===== src/rtl/pseq_pkg.sv =====
// Shared types for the programmable pattern-chain sequencer.
// FSM states and the default pattern type.
package pseq_pkg;

    typedef enum logic {
        IDLE = 1'b0,
        HUNT = 1'b1
    } pseq_state_t;

    localparam int PSEQ_PAT_W = 5;

    typedef logic [PSEQ_PAT_W-1:0] pat_t;

endpackage


===== src/rtl/pat_shift_match.sv =====
// Serial shift register with fill tracking and pattern compare.
// match is asserted once PAT_W fresh bits equal pat.
module pat_shift_match #(
    parameter int PAT_W = 5
) (
    input  logic             clk,
    input  logic             resetn,
    input  logic             clr,
    input  logic             shift_en,
    input  logic             din,
    input  logic [PAT_W-1:0] pat,
    output logic             match
);

    localparam int FW = $clog2(PAT_W + 1);

    logic [PAT_W-1:0] shreg;
    logic [FW-1:0]    fill;

    // Shift newest bit into the LSB; fill saturates at PAT_W.
    always_ff @(posedge clk) begin
        if (!resetn || clr) begin
            shreg <= '0;
            fill  <= '0;
        end else if (shift_en) begin
            shreg <= {shreg[PAT_W-2:0], din};
            if (fill != FW'(PAT_W))
                fill <= fill + FW'(1);
        end
    end

    assign match = (fill == FW'(PAT_W)) && (shreg == pat);

endmodule


===== src/rtl/prog_seq_chain_ctrl.sv =====
// Pattern-chain sequencer: hunts table[0..len-1] in order on din.
// Reports per-stage hits, completion, or stage timeout.
module prog_seq_chain_ctrl
    import pseq_pkg::*;
#(
    parameter int PAT_W = 5,
    parameter int DEPTH = 4,
    parameter int TMO_W = 8,
    localparam int AW = (DEPTH > 1) ? $clog2(DEPTH) : 1,
    localparam int LW = $clog2(DEPTH + 1)
) (
    input  logic             clk,
    input  logic             resetn,
    input  logic             cfg_we,
    input  logic [AW-1:0]    cfg_addr,
    input  logic [PAT_W-1:0] cfg_pat,
    input  logic [LW-1:0]    len,
    input  logic [TMO_W-1:0] tmo,
    input  logic             start,
    input  logic             abort,
    input  logic             din,
    output logic             busy,
    output logic [AW-1:0]    stage,
    output logic             hit,
    output logic             done,
    output logic             fail
);

    pseq_state_t state, state_n;

    logic [PAT_W-1:0] tbl [DEPTH];
    logic [AW-1:0]    stage_n;
    logic [LW-1:0]    len_r, len_n, len_cl;
    logic [TMO_W-1:0] tmo_r, tmo_n;
    logic [TMO_W-1:0] tcnt, tcnt_n;
    logic             hit_n, done_n, fail_n;
    logic             clr, shift_en, match;
    logic             last, tmo_hit;

    pat_shift_match #(
        .PAT_W (PAT_W)
    ) u_match (
        .clk      (clk),
        .resetn   (resetn),
        .clr      (clr),
        .shift_en (shift_en),
        .din      (din),
        .pat      (tbl[stage]),
        .match    (match)
    );

    assign len_cl  = (len > LW'(DEPTH)) ? LW'(DEPTH) : len;
    assign last    = (LW'(stage) + LW'(1)) == len_r;
    assign tmo_hit = (tmo_r != '0) && (tcnt == tmo_r - TMO_W'(1));

    // Pattern table: writable only while idle.
    always_ff @(posedge clk) begin
        if (!resetn) begin
            for (int i = 0; i < DEPTH; i++)
                tbl[i] <= '0;
        end else if (cfg_we && state == IDLE && int'(cfg_addr) < DEPTH) begin
            tbl[cfg_addr] <= cfg_pat;
        end
    end

    // State, counters and registered pulse outputs.
    always_ff @(posedge clk) begin
        if (!resetn) begin
            state <= IDLE;
            stage <= '0;
            len_r <= '0;
            tmo_r <= '0;
            tcnt  <= '0;
            hit   <= 1'b0;
            done  <= 1'b0;
            fail  <= 1'b0;
        end else begin
            state <= state_n;
            stage <= stage_n;
            len_r <= len_n;
            tmo_r <= tmo_n;
            tcnt  <= tcnt_n;
            hit   <= hit_n;
            done  <= done_n;
            fail  <= fail_n;
        end
    end

    // Next state: abort beats match, match beats timeout.
    always_comb begin
        state_n  = state;
        stage_n  = stage;
        len_n    = len_r;
        tmo_n    = tmo_r;
        tcnt_n   = tcnt;
        hit_n    = 1'b0;
        done_n   = 1'b0;
        fail_n   = 1'b0;
        clr      = 1'b0;
        shift_en = 1'b0;
        unique case (state)
            IDLE: begin
                if (start) begin
                    if (len_cl == '0) begin
                        done_n = 1'b1;
                    end else begin
                        state_n = HUNT;
                        len_n   = len_cl;
                        tmo_n   = tmo;
                        stage_n = '0;
                        tcnt_n  = '0;
                        clr     = 1'b1;
                    end
                end
            end
            HUNT: begin
                if (abort) begin
                    state_n = IDLE;
                    stage_n = '0;
                    tcnt_n  = '0;
                end else if (match) begin
                    clr    = 1'b1;
                    tcnt_n = '0;
                    hit_n  = 1'b1;
                    if (last) begin
                        done_n  = 1'b1;
                        state_n = IDLE;
                        stage_n = '0;
                    end else begin
                        stage_n = stage + AW'(1);
                    end
                end else if (tmo_hit) begin
                    fail_n  = 1'b1;
                    state_n = IDLE;
                    stage_n = '0;
                    tcnt_n  = '0;
                end else begin
                    shift_en = 1'b1;
                    tcnt_n   = tcnt + TMO_W'(1);
                end
            end
            default: begin
                state_n = IDLE;
            end
        endcase
    end

    assign busy = (state == HUNT);

endmodule


===== config.mk =====
export PLATFORM = sky130hd
export DESIGN_NAME = prog_seq_chain_ctrl
export DESIGN_NICKNAME = d
export VERILOG_FILES = /design/src/rtl/pseq_pkg.sv /design/src/rtl/pat_shift_match.sv /design/src/rtl/prog_seq_chain_ctrl.sv
export SDC_FILE = /design/constraint.sdc
export NUM_CORES = 1
export LEC_CHECK = 0
export ABC_AREA = 1
export CAP_MARGIN = 20
export CORE_ASPECT_RATIO = 0.75
export CORE_MARGIN = 4
export CORE_UTILIZATION = 40
export DETAILED_ROUTE_END_ITERATION = 10
export PLACE_DENSITY_LB_ADDON = 0.08
export RECOVER_POWER = 50
export SYNTH_ARGS = -nofsm -noshare
export SYNTH_HDL_FRONTEND = slang
export SYNTH_SLANG_ARGS = --single-unit

===== constraint.sdc =====
create_clock -name clk -period 2.8 [get_ports clk]
set_clock_uncertainty 0.05 [all_clocks]
set_input_delay 0.42 -clock clk [delete_from_list [all_inputs] [get_ports clk]]
set_output_delay 0.42 -clock clk [all_outputs]
set_load 0.02 [all_outputs]

==> flow_summary_export.csv <==
group,metric,value,unit
pwr,power.density,482.9,nW/um^2
grt,grt_overflow,0,
setup_path,crit_family,"buffers and inverters",
setup_path,crit_arrival,2.24,ns
clocking,cts_tree,"yes",
finish,final_cell_mix,"117 x nand2_1, 50 x inv_1, 47 x nor2_1",
synthesis,yosysSeqAreaShare,44.83,%
hold_path,min_path_type,"flip-flop to flip-flop",
place,routabilityCongestion,0.7855,
setup_path,worst_r2r_path_depth,14,
setup_path,reg2reg_slack,0.60,ns
synthesis,synth_nets,426,
floorplan,die_h,81.78,um
flow_run,cap_violations,0,
setup_path,critPathRequiredTime,2.69,ns
finish,drive_gt1_share,5.568,%
floorplan,dieArea,8698,um^2
place,post-dp-hpwl,5.251,mm
setup_path,max_stage_delay,0.72,ns
finish,n_fill_cell,722,
synthesis,syn_avg_cell_area,7.312,um^2
setup_path,cp-endpoint,"tbl[2][3]",
timing,worst_slew_pin_slew,0.9541,ns
synthesis,syn_inst,397,
routing,wire_per_inst,12.78,um
clocking,ctsResizeCount,0,
floorplan,num_rows,26,
finish,post-route-util,49.02,%
clocking,numCtsBuffers,5,
floorplan,start_util,41.89,%
timing,finalSetupViolations,0,
place,dp_slack,0.4565,ns
setup_path,timing.rr.start,"tmo_r[0]",
timing,drv_slew,0,
pwr,p_leak,1.452,nW
run_status,status,"finished clean",
grt,grt_pass1_wl,11.01,mm
synthesis,yosysWarnings,0,
clocking,cts.sink_count,55,
timing,final_hold_viol_count,0,
clocking,cts_setup_buffers,0,
clocking,clk_latency,0.31,ns
routing,routed_via_density,4.694,
grt,grt_pass1_vias,2209,
hold_path,holdPathStages,2,
clocking,htree_levels,2,
clocking,cts_root_buf,"clkbuf_8",
grt,gr-usage-all-layers,16.15,%
setup_path,crit_fanout,19,
setup_path,cp_cell_sequence,"dlygate4sd3_1 -> clkbuf_1 -> o21ai_0",
synthesis,ys_seq_elements,55,
timing,period_share,83.92,%
routing,drc,0,
finish,layoutNonFillerInstCount,529,
timing,rsz0062_at_grt,"false",
place,io_buffers,29,
timing,final.setup.worst_slack,0.4504,ns
setup_path,worstSetupStartpointType,"input pin",
place,placed_cells,521,
synthesis,yosys.cell_types.count,28,
timing,max_freq,0.4256,GHz
setup_path,path_class,"input pin to flip-flop",
finish,final_common_cell,"nand2_1",
setup_path,cpMaxStageDelayCell,"clkbuf_1",
floorplan,die_w,106.4,um
clocking,cts_buffer_depth,2,
setup_path,crit_start,"resetn",
timing,tns,0,ns
routing,ant_nets,0,
finish,diodes,0,
finish,final_nets,459,
routing,first_pass_iters,5,
clocking,clkTransAtPathRegs,0.11,ns
grt,grt_antenna_before_repair,0,
finish,areaGrowthSynthToFinish,17.03,%
setup_path,critPathCaptureType,"flip-flop",
pwr,peakVddDrop,248.4,uV
setup_path,cp.depth,3,
grt,grt_start_max_net_pins,24,
routing,drt_iter0_markers,101,
floorplan,core_area,6929,um^2
routing,finalWirelength,6.758,mm
setup_path,reg2reg_to,"tcnt[0]",
timing,fin_crit,2.350,ns
routing,dr_total_vias,2483,
clocking,ctsHoldBuffers,0,
floorplan,ioPinCount,30,
timing,max_slew_margin,36.39,%
setup_path,cp_num_buf_inv,2,
synthesis,syn_area,2903,um^2
[cell type report]
class	count	area (um^2)	share of cell area, %
Timing Repair Buffer	32	305.3	8.987
Tap cell	98	122.6	3.610
Multi-Input combinational cell	282	1368	40.26
Sequential cell	55	1301	38.31
Inverter	54	202.7	5.967
Clock inverter	3	28.78	0.8471
Clock buffer	5	68.82	2.026
[tightest hold or removal path: stages, from the launching register on]
cell and delay [ns]:
dfxtp_1 0.34, nand2_1 0.06, a21oi_1 0.05
[flip-flops by register name, indices dropped and copies added, names as in the netlist, named ones only]
signal         cells
tmo_r              8
tbl               20
stage              2
u_match.shreg      5
busy               1
fail               1
hit                1
tcnt               8
done               1
u_match.fill       3
len_r              3
[synthesized netlist by cell type]
library cell  count  area [um^2]
nand2_1         117        439.2
inv_1            50        187.7
nor2_1           47        176.4
nand3_1          36        180.2
dfxtp_1          35        700.7
a21oi_1          20        100.1
edfxtp_1         20        600.6
o21ai_0          12        60.06
nor3_1           10        50.05
xor2_1            9        78.83
ha_1              5        62.56
clkbuf_1          4        15.01
nand3_2           4        40.04
xnor2_1           4        35.03
nand2_2           3        18.77
nand2_4           3        33.78
nand3b_1          3        22.52
clkinv_1          2        7.510
inv_2             2        7.510
nand4_1           2        12.51
o41ai_1           2        17.52
a21oi_2           1        8.760
buf_2             1        5.000
buf_6             1        11.26
nor2_2            1        6.260
nor2_4            1        11.26
o22ai_1           1        6.260
o31ai_1           1        7.510
[logic make-up (layout without fill, tap and decap cells)]
logic type | count (synthesis) | in the layout | share of synthesized area (%)
and+or+nand+nor | 227 | 227 | 34.14
buffers and inverters | 60 | 94 | 8.060
DFF | 55 | 55 | 44.83
xor gates and xnor gates | 13 | 13 | 3.922
AOI/OAI and AO/OA | 37 | 37 | 6.897
adders and majority gates | 5 | 5 | 2.155
[stage by stage]
stage	power [mW]	hold slack, ns	cell area (um^2)
detailed placement	1.179	0.4214	3307
CTS	1.657	0.4363	3405
global route	1.731	0.4696	3397
global placement	1.177	0.4174	3307
floorplan	1.085	0.3988	2903
finish	1.640	0.4331	3397
[worst min path at each step]
stage                          start          endpoint
finish                      len_r[2]          len_r[2]
floorplan           u_match.shreg[4]  u_match.shreg[4]
global route                len_r[2]          len_r[2]
global placement            len_r[2]          len_r[2]
CTS                         len_r[2]          len_r[2]
detailed placement          len_r[2]          len_r[2]
[routing by layer]
metal,GRT usage [%],routed length [um],up-vias
li1,-,-,1332
met1,26.30,3964,1096
met2,21.05,2443,49
met3,3.221,295,6
met4,3.881,53,0
met5,0,0,-
[where the power goes]
part	leakage (nW)	internal, mW	total [mW]	switching (mW)
clock network	0.0506	0.188	0.480	0.292
registers	0.491	0.862	0.886	0.0237
logic	0.911	0.102	0.275	0.172
total	1.45	1.15	1.64	0.488
(Power assumes the default switching activity.)
